$ cat src/rtl/dma_desc_scheduler.sv
// dma_desc_scheduler
// Arbitrates two transfer requesters round-robin and splits the granted transfer
// into block-mode descriptors that never cross a 2^MAX_LOG2 byte boundary. The block
// hands them to the DMA engine one at a time and sums the engine's completion
// byte counts. It reports the result to the owning requester, or aborts on request.
//
// Ports
//   clk, rst_n                 clock, asynchronous active-low reset
//   rN_req / rN_sys_addr /     requester N: request (held until rN_ack), system
//   rN_card_addr / rN_bcount   address, card address, total byte count
//   rN_ack / rN_done / rN_err  requester N pulses: accepted, finished, rejected/aborted
//   rN_status                  requester N final status, valid with rN_done, held after
//   abort_req                  pulse: abort the active transfer
//   desc_req / desc_ready      descriptor handshake with the engine
//   desc_ptr / desc_data       descriptor pointer (always 0) and block-mode descriptor
//   desc_abort / desc_abort_ack engine abort request and acknowledge
//   desc_done / desc_done_status completion level and status (bits [63:32] = bytes)
module dma_desc_scheduler #(
    parameter int unsigned MAX_LOG2 = 12
) (
    input  logic         clk,
    input  logic         rst_n,

    input  logic         r0_req,
    input  logic [63:0]  r0_sys_addr,
    input  logic [63:0]  r0_card_addr,
    input  logic [31:0]  r0_bcount,
    output logic         r0_ack,
    output logic         r0_done,
    output logic [159:0] r0_status,
    output logic         r0_err,

    input  logic         r1_req,
    input  logic [63:0]  r1_sys_addr,
    input  logic [63:0]  r1_card_addr,
    input  logic [31:0]  r1_bcount,
    output logic         r1_ack,
    output logic         r1_done,
    output logic [159:0] r1_status,
    output logic         r1_err,

    input  logic         abort_req,

    output logic         desc_req,
    input  logic         desc_ready,
    output logic [31:0]  desc_ptr,
    output logic [255:0] desc_data,
    output logic         desc_abort,
    input  logic         desc_abort_ack,
    input  logic         desc_done,
    input  logic [159:0] desc_done_status
);

    localparam int unsigned AW = 64;
    localparam int unsigned BW = 32;
    localparam int unsigned SW = 160;
    localparam int unsigned DW = 256;

    typedef enum logic [2:0] {
        S_IDLE,
        S_ISSUE,
        S_HOLD,
        S_COLLECT,
        S_RESP,
        S_ABORT
    } state_t;

    state_t         state;
    logic           prio;          // 0: r0 wins a tie, 1: r1 wins a tie
    logic           owner;         // requester that owns the active transfer
    logic [AW-1:0]  sys_addr;
    logic [AW-1:0]  card_addr;
    logic [BW-1:0]  remaining;
    logic [BW-1:0]  num_desc;
    logic [BW-1:0]  num_done;
    logic [BW-1:0]  done_bcount;
    logic [SW-65:0] status_hi;     // latched completion status [159:64]
    logic [31:0]    status_lo;     // latched completion status [31:0]
    logic           done_q;

    logic [BW-1:0]  page_left_c;
    logic [BW-1:0]  xfer_c;
    logic           first_c;
    logic           last_c;
    logic           done_rise_c;
    logic           active_c;
    logic [BW-1:0]  num_done_next_c;
    logic           gnt_c;
    logic           gnt_idx_c;
    logic [AW-1:0]  gnt_sys_c;
    logic [AW-1:0]  gnt_card_c;
    logic [BW-1:0]  gnt_bcount_c;
    logic [DW-1:0]  desc_word_c;

    assign desc_ptr = '0;

    // Descriptor sizing, completion edge detect and round-robin grant selection
    always_comb begin
        page_left_c     = BW'(64'd1 << MAX_LOG2) - BW'(sys_addr[MAX_LOG2-1:0]);
        xfer_c          = (remaining < page_left_c) ? remaining : page_left_c;
        first_c         = (num_desc == '0);
        last_c          = (xfer_c == remaining);
        desc_word_c     = {64'd0, card_addr, sys_addr, xfer_c, 20'd0,
                           last_c, first_c, 9'd0, last_c};
        done_rise_c     = desc_done & ~done_q;
        active_c        = (state == S_ISSUE) || (state == S_HOLD) || (state == S_COLLECT);
        num_done_next_c = num_done + BW'(done_rise_c);

        // While an ack is visible the requester has not yet dropped its request,
        // so a zero-length reject must not be granted twice.
        gnt_c           = (r0_req | r1_req) & ~(r0_ack | r1_ack);
        gnt_idx_c       = (r0_req && r1_req) ? prio : r1_req;
        gnt_sys_c       = gnt_idx_c ? r1_sys_addr  : r0_sys_addr;
        gnt_card_c      = gnt_idx_c ? r1_card_addr : r0_card_addr;
        gnt_bcount_c    = gnt_idx_c ? r1_bcount    : r0_bcount;
    end

    // Control FSM with registered outputs
    always_ff @(posedge clk or negedge rst_n) begin
        if (!rst_n) begin
            state       <= S_IDLE;
            prio        <= 1'b0;
            owner       <= 1'b0;
            sys_addr    <= '0;
            card_addr   <= '0;
            remaining   <= '0;
            num_desc    <= '0;
            num_done    <= '0;
            done_bcount <= '0;
            status_hi   <= '0;
            status_lo   <= '0;
            done_q      <= 1'b0;
            r0_ack      <= 1'b0;
            r0_done     <= 1'b0;
            r0_err      <= 1'b0;
            r0_status   <= '0;
            r1_ack      <= 1'b0;
            r1_done     <= 1'b0;
            r1_err      <= 1'b0;
            r1_status   <= '0;
            desc_req    <= 1'b0;
            desc_data   <= '0;
            desc_abort  <= 1'b0;
        end else begin
            r0_ack  <= 1'b0;
            r0_done <= 1'b0;
            r0_err  <= 1'b0;
            r1_ack  <= 1'b0;
            r1_done <= 1'b0;
            r1_err  <= 1'b0;
            done_q  <= desc_done;

            // Completions may overtake descriptor issue; count every rising edge
            if (active_c && done_rise_c) begin
                num_done    <= num_done_next_c;
                done_bcount <= done_bcount + desc_done_status[63:32];
                status_hi   <= desc_done_status[159:64];
                status_lo   <= desc_done_status[31:0];
            end

            unique case (state)
                S_IDLE: begin
                    if (gnt_c) begin
                        owner       <= gnt_idx_c;
                        prio        <= ~gnt_idx_c;
                        sys_addr    <= gnt_sys_c;
                        card_addr   <= gnt_card_c;
                        remaining   <= gnt_bcount_c;
                        num_desc    <= '0;
                        num_done    <= '0;
                        done_bcount <= '0;
                        if (gnt_idx_c) r1_ack <= 1'b1;
                        else           r0_ack <= 1'b1;
                        if (gnt_bcount_c == '0) begin
                            if (gnt_idx_c) r1_err <= 1'b1;
                            else           r0_err <= 1'b1;
                        end else begin
                            state <= S_ISSUE;
                        end
                    end
                end

                S_ISSUE: begin
                    if (abort_req) begin
                        desc_req   <= 1'b0;
                        desc_abort <= 1'b1;
                        state      <= S_ABORT;
                    end else if (desc_req && desc_ready) begin
                        desc_req  <= 1'b0;
                        sys_addr  <= sys_addr + AW'(xfer_c);
                        card_addr <= card_addr + AW'(xfer_c);
                        remaining <= remaining - xfer_c;
                        num_desc  <= num_desc + 32'd1;
                        state     <= S_HOLD;
                    end else if (!desc_req && !desc_ready) begin
                        // Only offer a descriptor while the engine reports not ready
                        desc_req  <= 1'b1;
                        desc_data <= desc_word_c;
                    end
                end

                S_HOLD: begin
                    if (abort_req) begin
                        desc_abort <= 1'b1;
                        state      <= S_ABORT;
                    end else begin
                        state <= (remaining != '0) ? S_ISSUE : S_COLLECT;
                    end
                end

                S_COLLECT: begin
                    if (abort_req) begin
                        desc_abort <= 1'b1;
                        state      <= S_ABORT;
                    end else if (num_done_next_c == num_desc) begin
                        state <= S_RESP;
                    end
                end

                S_RESP: begin
                    if (owner) begin
                        r1_done   <= 1'b1;
                        r1_status <= {status_hi, done_bcount, status_lo};
                    end else begin
                        r0_done   <= 1'b1;
                        r0_status <= {status_hi, done_bcount, status_lo};
                    end
                    state <= S_IDLE;
                end

                S_ABORT: begin
                    if (desc_abort_ack) begin
                        desc_abort <= 1'b0;
                        if (owner) r1_err <= 1'b1;
                        else       r0_err <= 1'b1;
                        state <= S_IDLE;
                    end
                end

                default: state <= S_IDLE;
            endcase
        end
    end

endmodule

$ cat config.mk
export PLATFORM = sky130hd
export DESIGN_NAME = dma_desc_scheduler
export DESIGN_NICKNAME = d
export VERILOG_FILES = /design/src/rtl/dma_desc_scheduler.sv
export SDC_FILE = /design/constraint.sdc
export NUM_CORES = 2
export LEC_CHECK = 0
export CAP_MARGIN = 10
export CELL_PAD_IN_SITES_DETAIL_PLACEMENT = 0
export CELL_PAD_IN_SITES_GLOBAL_PLACEMENT = 2
export CORE_AREA = 2 2 428 430
export CTS_CLUSTER_SIZE = 14
export DETAILED_ROUTE_END_ITERATION = 8
export DIE_AREA = 0 0 430 432
export PLACE_DENSITY = 0.76
export SETUP_SLACK_MARGIN = 0.2
export SLEW_MARGIN = 20
export SYNTH_ARGS = -nofsm -noshare
export SYNTH_HDL_FRONTEND = slang
export SYNTH_SLANG_ARGS = --single-unit
$ cat constraint.sdc
create_clock -name clk -period 6.5 [get_ports clk]
set_clock_uncertainty 0.2 [all_clocks]
set_input_delay 0.975 -clock clk [delete_from_list [all_inputs] [get_ports clk]]
set_output_delay 0.975 -clock clk [all_outputs]
set_load 0.05 [all_outputs]
==> key figures <==
Yosys
  • EDFF count, synth: 0
  • Top post-synthesis cells by count: 1277 x nand2_1, 880 x dfrtp_1, 320 x mux2_2
  • Mapped Area: approximately 46000 um^2
  • Count of unique library cells instantiated by Yosys: 82
  • Cell taking the most area after synthesis: dfrtp_1
  • Syn Inst Count: about 5000
  • Syn avg cell area: about 9.4 um^2
  • Dominant cell by count in the synthesized netlist: nand2_1
  • Synthesized flop and latch total: 880
  • Yosys top cell area share: 0.481
  • Top post-synthesis cells by area: dfrtp_1 48%, nand2_1 10%, mux2_2 7.9%
  • Seq/Total Area, Yosys: 0.481
  • Yosys warns: 0
  • Top_reg_cell synth: dfrtp_1
  • Post-synth ARST share: 1.00

Global routing
  • First-pass GRT wire length: 309000 um
  • GR Util All Layers: 0.229
  • Vias in the first global route: between 40000 and 50000
  • Congestion Overflow GR: 0
  • Largest net degree at the start of global routing: 174
  • Initial antenna violation count: 33

Route
  • Vias: 41200
  • First DRT Iteration DRCs: 2893
  • WL final: 221000 um
  • Drt pass-1 iters: 6
  • Wire per inst: 26.1 um
  • Via-per-instance ratio: 4.87
  • DRT antenna net count: 0
  • DRC Markers: 0

Floorplan
  • Num ports: 1104
  • Initial Utilization: 0.252
  • Die footprint: around 190000 um^2
  • Die Wd: 430 um
  • Row count: 157
  • Die height: approximately 430 um
  • Core ar.: 182000 um^2

Setup path
  • Worst reg2reg endpoint: sys_addr[44]$_DFFE_PN0P_
  • CP required: 6920 ps
  • Top delay family on crit path: simple AND/OR/NAND/NOR gates
  • Critical path class: register to register
  • Most frequent CP cell: buf_4
  • WP depth: 30
  • Slowest stage delay, CP: ~520 ps
  • Worst r2r src: sys_addr[0]$_DFFE_PN0P_
  • Worst setup SP type: register
  • Critical Path End: sys_addr[44]$_DFFE_PN0P_
  • Crit. End Element: register
  • WP data arrival: 6850 ps
  • Slowest cell on crit path: or4_4
  • Number of cells on the worst reg-to-reg path: 30
  • Worst Path Buf+Inv: 10
  • Setup slack, reg-to-reg: 60 ps
  • Setup crit start: sys_addr[0]$_DFFE_PN0P_
  • Crit-path max FO: 7

Power and ir drop
  • Standby leakage power: 0.0287 uW
  • Power per cell area: 569 nW/um^2
  • Overall power: 36600 uW
  • Worst IR Drop VDD: about 0.29 mV

CTS
  • Root Driver: clkbuf_16
  • H-tree levels: 3
  • Clock transition at path regs: 60 ps
  • Sink Count: 880
  • Worst-Skew Late Latency: about 750 ps
  • CTS tree: built
  • Clock Tree Buf Depth: 3
  • CTS Buf Count: 105

Timing
  • Final count of negative-setup-slack endpoints: 0
  • Crit path time final: 6440 ps
  • Actual slew at the worst max-slew pin: 1170 ps
  • Rel. slew slack: 0.223
  • Setup TNS: 0 ps
  • RSZ-0062 raised after global routing: true
  • Fmax: 0.155 GHz
  • Final count of hold timing violations: 0
  • Max-slew violations: 0
  • Period utilization: 0.990
  • Hold WS: 273 ps

Min path
  • HP Class: register to register

Place
  • IO buf count: between 900 and 1000
  • Routability Congestion: 0.942
  • DP HPWL: 169000 um

Cells and area
  • Layout cell share with drive strength beyond 1: 0.150
  • Fill cells: 18500
  • Area growth syn-to-layout: 40.5%
  • Final-stage net count: 6579

Outcome
  • Status: complete, no violations

Job
  • Max Cap Viol: 0
cell usage in the layout, fill, tap and decap left out, types with 18 or more instances in the layout:
cell and n:
nand2_1 1272, clkdlybuf4s50_1 977, dfrtp_1 880, mux2_2 320
a21oi_1 259, nor2_1 217, buf_4 175, conb_1 163
o21ai_0 151, xor2_1 108, clkbuf_16 108, ha_1 107
nand3_1 103, xnor2_1 83, a31oi_1 68, a21o_1 62
and3_1 58, nand4_1 53, nor3_1 49, nor4_1 43
inv_1 42, nor2b_1 37, mux2i_1 31, o211ai_1 30
o21a_1 26, buf_12 24, a311oi_1 23, clkbuf_8 22
clkinv_2 22, or3_1 21, a211oi_1 21, buf_6 20
and2_1 18
through the flow:
stage               cells  utilization  area (um^2)  setup WS [ps]
CTS                  8403        0.348        63200           62.8
global route         8444        0.354        64300           -156
finish               8451        0.354        64300           62.3
global placement     8185        0.325        59000          -33.5
floorplan            5054            -        46600           65.3
detailed placement   8185        0.325        59000           -108
per-layer routing:
| metal | vias to the layer above | global-route usage | routed length (um) |
|---|---|---|---|
| li1 | 18900 | - | - |
| met1 | 20600 | 0.261 | 83200 |
| met2 | 1362 | 0.415 | 114000 |
| met3 | 319 | 0.0482 | 13800 |
| met4 | 24 | 0.0933 | 9870 |
| met5 | - | 0 | 172 |
state kept, by name (all words and copies together) (netlist names):
name	flops
done_q	1
owner	1
r0_err	1
r0_done	1
desc_req	1
prio	1
r0_status	160
card_addr	64
done_bcount	32
r1_err	1
sys_addr	64
r1_status	160
status_lo	32
num_desc	32
remaining	32
desc_data	162
status_hi	96
r1_ack	1
num_done	32
r1_done	1
r0_ack	1
state	3
desc_abort	1
worst min path at each step:
stage                     cells after the start                       start  slack [ps]                          to
after floorplan                               1   remaining[30]$_DFFE_PN0P_         250   remaining[30]$_DFFE_PN0P_
after global placement                        2  desc_data[149]$_DFFE_PN0P_         260  desc_data[149]$_DFFE_PN0P_
after detailed placement                      2  desc_data[122]$_DFFE_PN0P_         260  desc_data[122]$_DFFE_PN0P_
after CTS                                     2  desc_data[122]$_DFFE_PN0P_         280  desc_data[122]$_DFFE_PN0P_
after global routing                          2  desc_data[122]$_DFFE_PN0P_         300  desc_data[122]$_DFFE_PN0P_
final                                         2  desc_data[122]$_DFFE_PN0P_         270  desc_data[122]$_DFFE_PN0P_
worst register-to-register path: cells and delay by family, from the launching register on:
kind | cells | cell delay [ps]
DFF | 1 | 390
and+or+nand+nor | 9 | 1950
adders and majority gates | 4 | 970
AOI/OAI and AO/OA | 7 | 1600
buffers and inverters | 10 | 1210
final cells by class:
type / count / area [um^2] / share of cell area
Multi-Input combinational cell: 3720 / 23300 / 0.362
Sequential cell: 880 / 22000 / 0.342
Timing Repair Buffer: 1208 / 12000 / 0.187
Clock buffer: 144 / 2990 / 0.0465
Tap cell: 2385 / 2980 / 0.0464
Clock inverter: 51 / 828 / 0.0129
Inverter: 47 / 176 / 0.00274
Antenna cell: 16 / 40.0 / 0.000622
cell families (layout without fill, tap and decap cells):
| logic type | after synthesis | after routing | synth area share |
|---|---|---|---|
| other | 1 | 179 | 0.0000819 |
| XOR/XNOR | 192 | 192 | 0.0367 |
| AND/OR/NAND/NOR | 2001 | 2001 | 0.189 |
| multiplexers | 352 | 352 | 0.0858 |
| buffers and inverters | 454 | 1450 | 0.0478 |
| flip-flops | 880 | 880 | 0.481 |
| AO/OA/AOI/OAI | 883 | 883 | 0.124 |
| adder cells (fa/ha/maj) | 129 | 129 | 0.0359 |
power by group:
| part | total [uW] | leakage (uW) | internal, uW | switching, uW |
|---|---|---|---|---|
| clock network | 6510 | 0.00187 | 3880 | 2630 |
| registers | 9680 | 0.0112 | 7660 | 2020 |
| logic | 20400 | 0.0157 | 7270 | 13100 |
what timing repair did:
item                       in CTS  in global routing
gates resized for setup        53                174
hold endpoints to repair        1                  0
pin swaps                      22                 80
buffers inserted               19                 30
cloned                          3                  2
setup endpoints to repair      62                 97
hold buffers                    1                  0
Note: power is estimated with default switching activity, not from simulation.
